===== config.mk =====
export PLATFORM = sky130hd
export DESIGN_NAME = math_multiplier_wallace_tree_pipe_flat
export DESIGN_NICKNAME = d
export VERILOG_FILES = /design/src/rtl/math_multiplier_wallace_tree_pipe_if.sv /design/src/rtl/math_multiplier_wallace_tree_pipe.sv /design/src/flat_wrapper.sv
export SDC_FILE = /design/constraint.sdc
export NUM_CORES = 1
export LEC_CHECK = 0
export CORE_UTILIZATION = 33
export DETAILED_ROUTE_END_ITERATION = 10
export PLACE_DENSITY_LB_ADDON = 0.15
export REMOVE_ABC_BUFFERS = 1
export SKIP_LAST_GASP = 1
export SLEW_MARGIN = 20
export SYNTH_ARGS = -nofsm -noshare
export SYNTH_HDL_FRONTEND = slang
export SYNTH_SLANG_ARGS = --single-unit

===== constraint.sdc =====
create_clock -name i_clk -period 9.62 [get_ports i_clk]
set_input_delay 1.924 -clock i_clk [delete_from_list [all_inputs] [get_ports i_clk]]
set_output_delay 1.924 -clock i_clk [all_outputs]
set_load 0.02 [all_outputs]

===== src/rtl/math_multiplier_wallace_tree_pipe_if.sv =====
// Handshake bundle for the pipelined Wallace-tree multiplier.
// The slave side is the multiplier; the master side is whoever drives it.
interface math_multiplier_wallace_tree_pipe_if #(
  parameter int N     = 8,
  parameter int TAG_W = 4
);
  logic             i_flush;
  logic             i_valid;
  logic             o_ready;
  logic [N-1:0]     i_multiplier;
  logic [N-1:0]     i_multiplicand;
  logic             i_signed;
  logic [TAG_W-1:0] i_tag;
  logic             o_valid;
  logic             i_ready;
  logic [2*N-1:0]   o_product;
  logic [TAG_W-1:0] o_tag;

  modport master (
    output i_flush, i_valid, i_multiplier, i_multiplicand, i_signed, i_tag, i_ready,
    input  o_ready, o_valid, o_product, o_tag
  );

  modport slave (
    input  i_flush, i_valid, i_multiplier, i_multiplicand, i_signed, i_tag, i_ready,
    output o_ready, o_valid, o_product, o_tag
  );
endinterface


===== src/rtl/math_multiplier_wallace_tree_pipe.sv =====
// Pipelined NxN Wallace-tree multiplier: capture -> partial products -> 3:2/2:2 tree
// -> final add. Signed mode uses Baugh-Wooley; a global stall freezes every rank.
module math_multiplier_wallace_tree_pipe #(
  parameter int N     = 8,
  parameter int TAG_W = 4
) (
  input  logic                               i_clk,
  input  logic                               i_rst,
  math_multiplier_wallace_tree_pipe_if.slave bus
);
  localparam int W      = 2 * N;
  localparam int MAXH   = N + 2;
  localparam int LEVELS = 10;

  logic en;
  logic accept;

  logic             cap_valid_q, cap_valid_d;
  logic [N-1:0]     cap_a_q, cap_a_d;
  logic [N-1:0]     cap_b_q, cap_b_d;
  logic             cap_sgn_q, cap_sgn_d;
  logic [TAG_W-1:0] cap_tag_q, cap_tag_d;

  logic             pp_valid_q, pp_valid_d;
  logic [N*N-1:0]   pp_bits_q, pp_bits_d;
  logic             pp_sgn_q, pp_sgn_d;
  logic [TAG_W-1:0] pp_tag_q, pp_tag_d;

  logic             red_valid_q, red_valid_d;
  logic [W-1:0]     red_sum_q, red_sum_d;
  logic [W-1:0]     red_carry_q, red_carry_d;
  logic [TAG_W-1:0] red_tag_q, red_tag_d;

  logic             o_valid_q, o_valid_d;
  logic [W-1:0]     o_product_q, o_product_d;
  logic [TAG_W-1:0] o_tag_q, o_tag_d;

  logic [N*N-1:0]   pp_form;
  logic [W-1:0]     tree_sum;
  logic [W-1:0]     tree_carry;

  // Baugh-Wooley: cross terms touching exactly one MSB are inverted in signed mode.
  for (genvar gi = 0; gi < N; gi++) begin : g_pp_row
    for (genvar gj = 0; gj < N; gj++) begin : g_pp_col
      localparam bit CROSS = (gi == N - 1) != (gj == N - 1);
      assign pp_form[gi*N+gj] = (cap_a_q[gi] & cap_b_q[gj]) ^ (cap_sgn_q & CROSS);
    end
  end

  always_comb begin : tree
    logic [MAXH+2:0] mat [W];
    logic [MAXH+2:0] nxt [W];
    int              hgt [W];
    int              nh  [W];
    logic            fa_s;
    logic            fa_c;
    fa_s       = 1'b0;
    fa_c       = 1'b0;
    tree_sum   = '0;
    tree_carry = '0;
    for (int k = 0; k < W; k++) begin
      mat[k] = '0;
      nxt[k] = '0;
      hgt[k] = 0;
      nh[k]  = 0;
    end
    for (int i = 0; i < N; i++) begin
      for (int j = 0; j < N; j++) begin
        mat[i+j][hgt[i+j]] = pp_bits_q[i*N+j];
        hgt[i+j]           = hgt[i+j] + 1;
      end
    end
    if (pp_sgn_q) begin
      mat[N][hgt[N]]     = 1'b1;
      hgt[N]             = hgt[N] + 1;
      mat[W-1][hgt[W-1]] = 1'b1;
      hgt[W-1]           = hgt[W-1] + 1;
    end
    // Spare levels are no-ops once every column height is at most two.
    for (int lv = 0; lv < LEVELS; lv++) begin
      for (int k = 0; k < W; k++) begin
        nxt[k] = '0;
        nh[k]  = 0;
      end
      for (int k = 0; k < W; k++) begin
        if (hgt[k] <= 2) begin
          for (int r = 0; r < 2; r++) begin
            if (r < hgt[k]) begin
              nxt[k][nh[k]] = mat[k][r];
              nh[k]         = nh[k] + 1;
            end
          end
        end else begin
          for (int r = 0; r < MAXH; r += 3) begin
            if (r + 1 < hgt[k]) begin
              if (r + 2 < hgt[k]) begin
                {fa_c, fa_s} = 2'(mat[k][r]) + 2'(mat[k][r+1]) + 2'(mat[k][r+2]);
              end else begin
                {fa_c, fa_s} = 2'(mat[k][r]) + 2'(mat[k][r+1]);
              end
              nxt[k][nh[k]] = fa_s;
              nh[k]         = nh[k] + 1;
              if (k + 1 < W) begin
                nxt[k+1][nh[k+1]] = fa_c;
                nh[k+1]           = nh[k+1] + 1;
              end
            end else if (r < hgt[k]) begin
              nxt[k][nh[k]] = mat[k][r];
              nh[k]         = nh[k] + 1;
            end
          end
        end
      end
      for (int k = 0; k < W; k++) begin
        mat[k] = nxt[k];
        hgt[k] = nh[k];
      end
    end
    for (int k = 0; k < W; k++) begin
      tree_sum[k]   = mat[k][0];
      tree_carry[k] = mat[k][1];
    end
  end

  always_comb begin
    en          = !o_valid_q || bus.i_ready;
    accept      = bus.i_valid && en && !bus.i_flush;
    cap_valid_d = cap_valid_q;
    cap_a_d     = cap_a_q;
    cap_b_d     = cap_b_q;
    cap_sgn_d   = cap_sgn_q;
    cap_tag_d   = cap_tag_q;
    pp_valid_d  = pp_valid_q;
    pp_bits_d   = pp_bits_q;
    pp_sgn_d    = pp_sgn_q;
    pp_tag_d    = pp_tag_q;
    red_valid_d = red_valid_q;
    red_sum_d   = red_sum_q;
    red_carry_d = red_carry_q;
    red_tag_d   = red_tag_q;
    o_valid_d   = o_valid_q;
    o_product_d = o_product_q;
    o_tag_d     = o_tag_q;
    if (accept) begin
      cap_a_d   = bus.i_multiplier;
      cap_b_d   = bus.i_multiplicand;
      cap_sgn_d = bus.i_signed;
      cap_tag_d = bus.i_tag;
    end
    if (en) begin
      cap_valid_d = accept;
      pp_valid_d  = cap_valid_q;
      red_valid_d = pp_valid_q;
      o_valid_d   = red_valid_q;
      if (cap_valid_q) begin
        pp_bits_d = pp_form;
        pp_sgn_d  = cap_sgn_q;
        pp_tag_d  = cap_tag_q;
      end
      if (pp_valid_q) begin
        red_sum_d   = tree_sum;
        red_carry_d = tree_carry;
        red_tag_d   = pp_tag_q;
      end
      if (red_valid_q) begin
        o_product_d = red_sum_q + red_carry_q;
        o_tag_d     = red_tag_q;
      end
    end
    // Flush wins over stall; a result handed over on this edge still completes.
    if (bus.i_flush) begin
      cap_valid_d = 1'b0;
      pp_valid_d  = 1'b0;
      red_valid_d = 1'b0;
      o_valid_d   = 1'b0;
    end
  end

  always_ff @(posedge i_clk or posedge i_rst) begin
    if (i_rst) begin
      cap_valid_q <= 1'b0;
      cap_a_q     <= '0;
      cap_b_q     <= '0;
      cap_sgn_q   <= 1'b0;
      cap_tag_q   <= '0;
      pp_valid_q  <= 1'b0;
      pp_bits_q   <= '0;
      pp_sgn_q    <= 1'b0;
      pp_tag_q    <= '0;
      red_valid_q <= 1'b0;
      red_sum_q   <= '0;
      red_carry_q <= '0;
      red_tag_q   <= '0;
      o_valid_q   <= 1'b0;
      o_product_q <= '0;
      o_tag_q     <= '0;
    end else begin
      cap_valid_q <= cap_valid_d;
      cap_a_q     <= cap_a_d;
      cap_b_q     <= cap_b_d;
      cap_sgn_q   <= cap_sgn_d;
      cap_tag_q   <= cap_tag_d;
      pp_valid_q  <= pp_valid_d;
      pp_bits_q   <= pp_bits_d;
      pp_sgn_q    <= pp_sgn_d;
      pp_tag_q    <= pp_tag_d;
      red_valid_q <= red_valid_d;
      red_sum_q   <= red_sum_d;
      red_carry_q <= red_carry_d;
      red_tag_q   <= red_tag_d;
      o_valid_q   <= o_valid_d;
      o_product_q <= o_product_d;
      o_tag_q     <= o_tag_d;
    end
  end

  assign bus.o_ready   = en && !bus.i_flush;
  assign bus.o_valid   = o_valid_q;
  assign bus.o_product = o_product_q;
  assign bus.o_tag     = o_tag_q;
endmodule

===== src/flat_wrapper.sv =====
// flat-port wrapper written by rule: the top's interface ports become plain ports
module math_multiplier_wallace_tree_pipe_flat 
#(
  parameter int N     = 8,
  parameter int TAG_W = 4
)
  (i_clk, i_rst, bus_i_flush, bus_i_valid, bus_i_multiplier, bus_i_multiplicand, bus_i_signed, bus_i_tag, bus_i_ready, bus_o_ready, bus_o_valid, bus_o_product, bus_o_tag);
  math_multiplier_wallace_tree_pipe_if #(.N(N), .TAG_W(TAG_W)) bus_i ();
  input  logic i_clk;
  input  logic i_rst;
  input wire logic [$bits(bus_i.i_flush)-1:0] bus_i_flush;
  input wire logic [$bits(bus_i.i_valid)-1:0] bus_i_valid;
  input wire logic [$bits(bus_i.i_multiplier)-1:0] bus_i_multiplier;
  input wire logic [$bits(bus_i.i_multiplicand)-1:0] bus_i_multiplicand;
  input wire logic [$bits(bus_i.i_signed)-1:0] bus_i_signed;
  input wire logic [$bits(bus_i.i_tag)-1:0] bus_i_tag;
  input wire logic [$bits(bus_i.i_ready)-1:0] bus_i_ready;
  output wire logic [$bits(bus_i.o_ready)-1:0] bus_o_ready;
  output wire logic [$bits(bus_i.o_valid)-1:0] bus_o_valid;
  output wire logic [$bits(bus_i.o_product)-1:0] bus_o_product;
  output wire logic [$bits(bus_i.o_tag)-1:0] bus_o_tag;
  assign bus_i.i_flush = bus_i_flush;
  assign bus_i.i_valid = bus_i_valid;
  assign bus_i.i_multiplier = bus_i_multiplier;
  assign bus_i.i_multiplicand = bus_i_multiplicand;
  assign bus_i.i_signed = bus_i_signed;
  assign bus_i.i_tag = bus_i_tag;
  assign bus_i.i_ready = bus_i_ready;
  assign bus_o_ready = bus_i.o_ready;
  assign bus_o_valid = bus_i.o_valid;
  assign bus_o_product = bus_i.o_product;
  assign bus_o_tag = bus_i.o_tag;
  math_multiplier_wallace_tree_pipe #(.N(N), .TAG_W(TAG_W)) u_core (.i_clk(i_clk), .i_rst(i_rst), .bus(bus_i));
endmodule

==> metrics.md <==
| Metric | Value |
|---|---|
| Hold buffer count at CTS | 0 |
| Top post-synthesis cells by area | sky130_fd_sc_hd__dfrtp_1 47%, sky130_fd_sc_hd__fa_1 13%, sky130_fd_sc_hd__nand2_1 8.4% |
| Critical path data arrival time | approximately 7.5 ns |
| Peak VDD IR | between 0.0001 and 0.00015 V |
| Final hold violation count | 0 |
| Leakage power summed over all cells | slightly below 4 nW |
| Leading cell type in the layout, fill and taps excluded | sky130_fd_sc_hd__nand2_1 |
| Remaining antenna violation count | 0 |
| Filler Cell Count | 2158 |
| Per-cell routed wire length | about 14 microns |
| Placed wire-length estimate | 10.4 mm |
| Overall overflow remaining after global route | 0 |
| Detailed router's first-iteration violation count | 209 |
| Max Clk Rate | around 140 MHz |
| PostCTS Resize Cnt | 0 |
| Root buffer cell | sky130_fd_sc_hd__clkbuf_16 |
| Worst-case clock skew | 0.00995 ns |
| Num CTS Buffers | 17 |
| P per Cell Area | about 300 nW/um^2 |
| Core Rows | 54 |
| Sequential share of the synthesized area | 0.469 |
| Data required time at the worst endpoint | approximately 10 ns |
| Most frequent cell on the critical path | sky130_fd_sc_hd__fa_1 |
| Die Outline Area | ~23000 sq um |
| Post-synth EDFFs | 0 |
| Clock Pin Slew Worst Setup and Hold Paths | approximately 0.060 ns |
| Yosys warnings | 0 |
| Final critical path time including I/O delays and setup | around 7.2 ns |
| Share of the synthesized area in the top cell type | 0.469 |
| Portion of the clock cycle consumed by the worst path in the final layout | 0.744 |
| Average vias per placed instance | between 4 and 5 |
| Fraction of registers with async set/reset | 1.00 |
| Core box area | 22100 sq um |
| Setup repair after global routing missed its margin | false |
| Vias in the first global route | about 4900 |
| Port-buffer cells | between 40 and 50 |
| Slew Viols, Final | 0 |
| Slowest Stage Delay on Critical Path | 1.00 ns |
| Number of buffers inserted to repair setup after CTS | 0 |
| Unique cell type count in the Yosys netlist | slightly above 40 |
| Total Power | about 2.6 mW |
| Synthesized instance count | about 730 |
| Area added between synthesis and finish | 16.1% |
| Primary flip-flop cell chosen by synthesis mapping | sky130_fd_sc_hd__dfrtp_1 |
| Count of boundary I/O pins | 48 |
| Synthesized area | between 7000 and 8000 sq um |
| Number of buffers on the longest clock path | 2 |
| Critical Path Start Type | flip-flop |
| Initial cell density of the core | 0.340 |
| Total of flip-flops plus latches after synthesis | roughly 140 |
| Crit Path Max Fanout | 34 |
| Initial antenna violation count | 0 |
| Largest net degree at the start of global routing | 130 |
| H-tree depth | 4 |
| Cells along the critical path | inv_1 -> o21ai_0 -> fa_1 -> fa_1 -> fa_1 -> nand2_1 -> a21boi_0 -> inv_1 -> fa_1 -> inv_1 -> a21o_1 -> inv_1 -> fa_1 -> mux2i_1 -> fa_1 -> mux2_2 -> fa_1 -> a21boi_0 -> fa_1 -> o21ai_0 -> mux2_2 |
| Overall routed net length | roughly 15 mm |
| Crit path kind | flip-flop to flip-flop |
| Die Wd | 153 microns |
| Library cell with the largest summed area after synthesis | sky130_fd_sc_hd__dfrtp_1 |
| Total number of vias | 4718 |
| Worst rel slew slack | 0.333 |
| Vert. Die Dim | between 150 and 200 microns |
| Slew @ Worst Pin | around 1.0 ns |
| Clk Latency, worst-skew pair | about 0.42 ns |
| Classification of the worst-slack hold path | flip-flop to flip-flop |
| Crit-path slowest cell | sky130_fd_sc_hd__dfrtp_1 |
| Bufs and invs on worst path | 4 |
| Number of sinks on the clock net | roughly 140 |
| Max-cap violations | 0 |
| Global-route wire length before repair | ~26 mm |
| Run status | completed |
| Count of unresolved DRC violations after routing | 0 |
| TritonCTS clock tree | built |
| Kind of cell adding the most delay to the critical path | adder cells |
| Final setup vio count | 0 |
| Worst setup EP type | flip-flop |
| Ant. Diodes | 0 |
| Share of final-layout standard cells stronger than drive strength 1 | 0.127 |
| Number of nets in the final layout | 836 |
| Sum of negative setup slack | 0 ns |
| Final GP Congestion | ~0.72 |
| Number of optimization iterations in the first detailed-route pass | 4 |
| Commonest non-fill, non-tap cells in the layout | 168 x sky130_fd_sc_hd__nand2_1, 141 x sky130_fd_sc_hd__dfrtp_1, 89 x sky130_fd_sc_hd__o21ai_0, 62 x sky130_fd_sc_hd__inv_1, 51 x sky130_fd_sc_hd__mux2_2 |
| Overall global routing resource usage | 0.141 |
| Syn Area/Cell | a little over 10 sq um |
## where the power goes
| part | leakage, nW | switching [mW] | internal [mW] | total (mW) |
|---|---|---|---|---|
| registers | 1.78 | 0.152 | 0.752 | 0.904 |
| logic | 1.87 | 0.546 | 0.483 | 1.03 |
| clock network | 0.279 | 0.274 | 0.387 | 0.661 |
| total | 3.93 | 0.972 | 1.62 | 2.59 |
## sequential cells by signal, summed over array words and instances (netlist names), 4 cells and up
name	cells
u_core.red_sum_q	16
u_core.cap_tag_q	4
u_core.cap_a_q	8
u_core.bus.o_product	16
u_core.cap_b_q	8
u_core.red_carry_q	7
u_core.bus.o_tag	4
u_core.red_tag_q	4
u_core.pp_tag_q	4
u_core.pp_bits_q	64
## metal layers
metal | part of all wire | wire length, microns | global-route usage
met2 | 0.45 | 6720 | 0.211
met5 | 0 | 0 | 0
met3 | 0.029 | 430 | 0.0323
met1 | 0.51 | 7690 | 0.204
met4 | 0.010 | 150 | 0.0414
## cells in the mapped netlist, types with 2 or more instances
| master | count |
|---|---|
| sky130_fd_sc_hd__nand3_1 | 2 |
| sky130_fd_sc_hd__mux2i_1 | 4 |
| sky130_fd_sc_hd__a21o_1 | 2 |
| sky130_fd_sc_hd__nand2_1 | 168 |
| sky130_fd_sc_hd__buf_2 | 17 |
| sky130_fd_sc_hd__xnor2_1 | 10 |
| sky130_fd_sc_hd__o211ai_1 | 2 |
| sky130_fd_sc_hd__nor2_1 | 20 |
| sky130_fd_sc_hd__nand2b_1 | 3 |
| sky130_fd_sc_hd__buf_1 | 8 |
| sky130_fd_sc_hd__a21boi_0 | 4 |
| sky130_fd_sc_hd__o21ai_1 | 6 |
| sky130_fd_sc_hd__ha_1 | 13 |
| sky130_fd_sc_hd__fa_1 | 48 |
| sky130_fd_sc_hd__o21ai_0 | 89 |
| sky130_fd_sc_hd__mux2_2 | 51 |
| sky130_fd_sc_hd__nor3_1 | 2 |
| sky130_fd_sc_hd__nand2_2 | 2 |
| sky130_fd_sc_hd__buf_6 | 2 |
| sky130_fd_sc_hd__inv_1 | 63 |
| sky130_fd_sc_hd__clkbuf_1 | 26 |
| sky130_fd_sc_hd__dfrtp_1 | 141 |
| sky130_fd_sc_hd__xor2_1 | 19 |
| sky130_fd_sc_hd__a21oi_1 | 12 |
| sky130_fd_sc_hd__o21ai_2 | 3 |
## worst paths after layout
kind,startpoint,end,slack (ns),cells past startpoint
setup / recovery,u_core.pp_sgn_q,u_core.red_sum_q[14],2.47,21
hold / removal,u_core.bus.o_product[8],u_core.bus.o_product[8],0.48,2
setup reg to reg,u_core.pp_sgn_q,u_core.red_sum_q[14],2.47,21
hold reg to reg,u_core.bus.o_product[8],u_core.bus.o_product[8],0.48,2
max in group asynchronous,i_rst,u_core.pp_bits_q[60],6.26,3
min in group asynchronous,i_rst,u_core.red_carry_q[1],1.99,2
## layout make-up
| cell class | count | area, sq um | area share |
|---|---|---|---|
| Clock buffer | 18 | 429 | 0.0492 |
| Clock inverter | 14 | 158 | 0.0181 |
| Inverter | 63 | 241 | 0.0277 |
| Multi-Input combinational cell | 476 | 3520 | 0.404 |
| Sequential cell | 141 | 3530 | 0.404 |
| Tap cell | 280 | 350 | 0.0402 |
| Timing Repair Buffer | 50 | 497 | 0.0569 |
## logic make-up after synthesis
kind of cell | Yosys count | share of synthesized area
xor gates and xnor gates | 29 | 0.0338
and+or+nand+nor | 204 | 0.109
DFF | 141 | 0.469
adders and majority gates | 61 | 0.149
muxes | 56 | 0.0832
buffers and inverters | 116 | 0.0628
AOI/OAI and AO/OA | 126 | 0.0926
## metrics by stage
stage | setup slack (ns) | std cells | hold WS, ns | utilization | instance area, sq um
after CTS | 2.37 | 1042 | 0.485 | 0.395 | 8720
after detailed placement | 2.38 | 1010 | 0.471 | 0.368 | 8130
after global placement | 2.52 | 1010 | 0.459 | 0.368 | 8130
after floorplan | 3.02 | 680 | 0.446 | - | 7280
final | 2.47 | 1042 | 0.478 | 0.395 | 8720
after global routing | 1.84 | 1042 | 0.502 | 0.395 | 8720
## worst register-to-register path: cells and delay by family (launching register included)
kind | cells | cell delay [ns]
AOI/OAI and AO/OA | 5 | 1.09
adders and majority gates | 8 | 3.66
buffers and inverters | 4 | 0.73
DFF | 1 | 1.00
muxes | 3 | 0.57
and+or+nand+nor | 1 | 0.07
Power figures use the tool's default switching activity.
==> RTL edit 1, RTL diff (same settings) <==
`N` is set to 8 in 3 places; all go to 4.
--- a/src/rtl/math_multiplier_wallace_tree_pipe_if.sv
+++ b/src/rtl/math_multiplier_wallace_tree_pipe_if.sv
@@ -3,3 +3,3 @@
 interface math_multiplier_wallace_tree_pipe_if #(
-  parameter int N     = 8,
+  parameter int N     = 4,
   parameter int TAG_W = 4
--- a/src/rtl/math_multiplier_wallace_tree_pipe.sv
+++ b/src/rtl/math_multiplier_wallace_tree_pipe.sv
@@ -3,3 +3,3 @@
 module math_multiplier_wallace_tree_pipe #(
-  parameter int N     = 8,
+  parameter int N     = 4,
   parameter int TAG_W = 4
--- a/src/flat_wrapper.sv
+++ b/src/flat_wrapper.sv
@@ -3,3 +3,3 @@
 #(
-  parameter int N     = 8,
+  parameter int N     = 4,
   parameter int TAG_W = 4
Ports: changed (resized bus_i_multiplicand, bus_i_multiplier and bus_o_product); port bits go from 48 to 32. The function was not compared with the original's and may differ.
==> RTL edit 1 against the original RTL <==
Routed wire length shrank 68%; total power decreased by 66%; register-to-register slack gained 4800 ps; sequential share of layout area is 6.4 points higher; sequential cell count decreased by 75; setup slack better by 2000 ps; clock skew fell by 5.9 ps; core utilization grew 0.94 points; largest cell class unchanged; synthesized area down 61%; cell area shrank 60%; global-route usage shrank 2.2 points.
==> RTL edit 1: results (changes against the original RTL) <==
Global routing
  – GR met1 Demand/Resource: 15.70% (-4.7 points)
  – Largest net degree at the start of global routing: 67 (-48%)
  – Overall routing resource usage: 11.97% (-2.2 points)
  – Vias in the first global route: 1854 (-62%)
  – First-pass GRT wire length: 8797 microns (-66%)
  – M2 GR Usage: 18.04% (-3.1 points)

Clock tree
  – Total CTS buffers: 9 (-8)
  – H-tree levels: 3 (-1)
  – Worst-Skew Late Latency: 330 ps (-90 ps)

Finish
  – Final Util: 40.43% (+0.94 points)
  – Buffering overhead: 9.226% (+3.5 points)
  – Fraction of layout cells with a size suffix above 1: 18.88% (+6.2 points)
  – Fraction of area in registers: 46.84% (+6.4 points)
  – Plain + repair buffers: 33 (-34%)
  – Fill cells: 847 (-61%)
  – Number of non-clock inverters in the layout: 14 (-78%)
  – Final #Nets: 315 (-62%)
  – Multi-In Gates: 161 (-66%)
  – Max reg flops: 16 (-75%)
  – Seq Cell Count: 66 (-53%)

Routing
  – Met3 wire len: 132 microns (-69%)
  – DR WL/cell: 12.32 microns (-14%)
  – Routed WL: 4854 microns (-68%)
  – Via Count: 1759 (-63%)
  – WL met2: 2164 microns (-68%)

Min path
  – Hold wc startpoint: u_core.bus.o_product[3]$_DFFE_PP0P_

STA
  – Worst Skew: 4.003 ps (-5.945 ps)
  – Setup ws final: 4477 ps (+2011 ps)
  – Max_slew headroom: 44.90% (+12 points)

Power
  – Switching power: 271.8 uW (-72%)
  – Leakage: 1.592 nW (-60%)

Run status
  – Status: completed

Synthesis
  – Avg Inst Size Synth: 11.82 sq um (+15%)
  – Top cells by area, synth: dfrtp_1 56%, mux2_2 9.1%, nand2_1 5.8%
  – Post-synth cell types: 25 (-39%)

Setup path
  – Crit-path max FO: 5 (-85%)
  – Reg2reg start: u_core.pp_bits_q[7]$_DFFE_PP0P_
  – Crit path largest cell delay: 610 ps (-390 ps)
  – CP max stage cell: clkdlybuf4s50_1
  – WP data arrival: 3220 ps (-4290 ps)
  – CP Capture Point: bus_o_ready

Placed design
  – HPWL Detailed: 3360 microns (-68%)
  – RD Place Congestion: 0.7466 (+3.3%)
  – Placed cell count: 382 (-62%)
  – Placed cell area: 0.003361 sq mm (-59%)
RTL edit 1: cell count changes after synthesis, sizes merged, moves of 7 or more:
cell,change
nor2,-10
inv,-49
xor2,-13
ha,-7
o21ai,-72
fa,-42
nand2,-122
dfrtp,-75
mux2,-18
buf,-20
clkbuf,-23
RTL edit 1: logic make-up after synthesis:
kind of cell	synth area share [%]
flops	55.65
simple gates	9.148
compound gates	6.872
mux	14.17
buf+inv	4.047
xor+xnor	3.541
fa+ha+maj	6.577
RTL edit 1: power groups by stage:
stage                     registers, mW  clock network, mW  logic (mW)
final                             0.408              0.202       0.271
after global placement            0.412                  0       0.272
after floorplan                   0.429                  0       0.163
after CTS                         0.409              0.210       0.277
after global routing              0.421              0.221       0.310
after detailed placement          0.415                  0       0.276
RTL edit 1: worst reg2reg max path, delay by kind of cell, from the launching register on:
family / cells / cell delay [ps]
fa+ha+maj: 3 / 1400
flops: 1 / 400
compound gates: 3 / 300
simple gates: 2 / 120
==> RTL edit 2, RTL diff (config.mk and constraints unchanged) <==
Without the edit above. Make the reset (`i_rst`) synchronous in one clocked block.
--- a/src/rtl/math_multiplier_wallace_tree_pipe.sv
+++ b/src/rtl/math_multiplier_wallace_tree_pipe.sv
@@ -178,3 +178,3 @@
 
-  always_ff @(posedge i_clk or posedge i_rst) begin
+  always_ff @(posedge i_clk) begin
     if (i_rst) begin
Check against the original RTL: not settled (the Yosys comparison gave no result); the edit may change what the design does.
==> RTL edit 2 against the original RTL <==
Hold slack worse by 31 ps; sequential cell count unchanged; synthesized area is 3.9% lower; cell area is 4.1% lower; routed wire length is 12% higher; via count rose by 18%; setup slack improved by 1100 ps; maximum frequency up 19%; sequential share of layout area down 6.7 points.
Power is not compared: it rests on default switching activity, and its combinational part moved more than twofold at a synthesized area within 25%.
==> RTL edit 2: results (changes against the original RTL) <==
Placed design
  – Placed cell count: 1121 (+11%)
  – Placed cell area: 0.007775 sq mm (-4.4%)
  – RD Place Congestion: 0.7381 (+2.1%)
  – HPWL Detailed: 10770 microns (+3.4%)

Setup path
  – Setup slack, reg-to-reg: 3600 ps (+1130 ps)
  – CP Capture Point: u_core.red_sum_q[14]$_SDFFE_PP0P_
  – Worst Reg2Reg Path Length in Cells: 23 (+9.5%)
  – Crit-path max FO: 2 (-94%)
  – Crit-path leading delay family: adder cells
  – R2r endpoint: u_core.red_sum_q[14]$_SDFFE_PP0P_
  – Crit path largest cell delay: 570 ps (-430 ps)
  – CP max stage cell: fa_1
  – Worst EP required: 9980 ps (about the same)
  – Reg2reg start: u_core.pp_bits_q[31]$_SDFFE_PP0P_

Routing
  – Met3 wire len: 505 microns (+17%)
  – TritonRoute pass-1 iters: 4 (unchanged)
  – DR WL/cell: 14.52 microns (+0.94%)
  – WL met1: 8750 microns (+14%)
  – Iteration-0 DRC Markers: 263 (+26%)
  – WL met2: 7270 microns (+8.2%)
  – Via Count: 5558 (+18%)

Synthesis
  – Ys async rst share: 0% (-100 points)
  – Multiplexer share of the synthesized area: 0.9875% (-7.3 points)
  – Sequential-to-total area share from yosys stat: 39.09% (-7.9 points)
  – Post-synth top cells: 195 x nand2_1, 141 x dfxtp_1, 110 x a21oi_1
  – Compound-Gate Fraction of Synth Area: 14.62% (+5.4 points)
  – Xor/xnor share of the synthesized area: 2.547% (-0.83 points)
  – Top cells by area, synth: dfxtp_1 39%, fa_1 13%, nand2_1 10%
  – Post-synth cell types: 51 (+24%)
  – Post-Synth Adder-Cell Area: 15.56% (+0.61 points)
  – Primary FF master, synth: dfxtp_1
  – Gate count of the mapped netlist: 867 (+18%)

Finish
  – Fraction of layout cells with a size suffix above 1: 6.143% (-6.6 points)
  – Final #Nets: 953 (+14%)
  – Finished Layout Cells: 1154 (+11%)

STA
  – Worst slew pin tran: 916.8 ps (-83.91 ps)
  – Worst Skew: 8.118 ps (-1.830 ps)
  – Final worst path period need: 6023 ps (-1132 ps)

Global routing
  – Largest net degree at the start of global routing: 78 (-40%)
  – Initial antenna violation count: 0 (unchanged)
  – Overall routing resource usage: 16.03% (+1.9 points)
  – First-pass GRT wire length: 28050 microns (+8.1%)
  – GR met1 Demand/Resource: 22.35% (+1.9 points)
  – Met3 usage: 2.957% (-0.27 points)
  – Vias in the first global route: 5332 (+8.6%)
  – M2 GR Usage: 24.79% (+3.6 points)

Run status
  – Status: completed

Min path
  – Hold Path Class: register to register
[RTL edit 2: cell count changes in the layout (fill, tap and decap cells not counted), moves of 27 or more]
cell	before	now
mux2_2	51	1
a21oi_1	12	110
a211oi_1	1	28
dfrtp_1	141	0
dfxtp_1	0	141
o21ai_0	89	4
nand3_1	2	57
[RTL edit 2: worst min path at each step]
| stage | from | end | slack, ps | depth (start not counted) |
|---|---|---|---|---|
| after floorplan | u_core.pp_bits_q[16]$_SDFFE_PP0P_ | u_core.pp_bits_q[16]$_SDFFE_PP0P_ | 430 | 2 |
| after global placement | u_core.cap_tag_q[3]$_SDFFE_PP0P_ | u_core.pp_tag_q[3]$_SDFFE_PP0P_ | 440 | 2 |
| after detailed placement | u_core.pp_bits_q[2]$_SDFFE_PP0P_ | u_core.pp_bits_q[2]$_SDFFE_PP0P_ | 450 | 2 |
| after CTS | u_core.red_tag_q[3]$_SDFFE_PP0P_ | u_core.bus.o_tag[3]$_SDFFE_PP0P_ | 450 | 2 |
| after global routing | u_core.pp_bits_q[30]$_SDFFE_PP0P_ | u_core.pp_bits_q[30]$_SDFFE_PP0P_ | 470 | 2 |
| final | u_core.red_tag_q[3]$_SDFFE_PP0P_ | u_core.bus.o_tag[3]$_SDFFE_PP0P_ | 450 | 2 |
[RTL edit 2: report_power, final]
part	leakage [nW]	switching, mW	internal, mW	total (mW)
sequential	1.14	0.0155	0.592	0.608
combinational	1.58	0.0432	0.0282	0.0714
clock	0.272	0.287	0.365	0.652
total	2.99	0.345	0.985	1.33
[RTL edit 2: final cells by class]
type                    count  area, sq um
multi-input cells         595         3877
inverters                  56        210.2
repair buffers             55        531.8
clock inverters            15        152.6
fillers                  2237        12860
clock buffers              17        425.4
flip-flops and latches    141         2823
well taps                 275        344.1
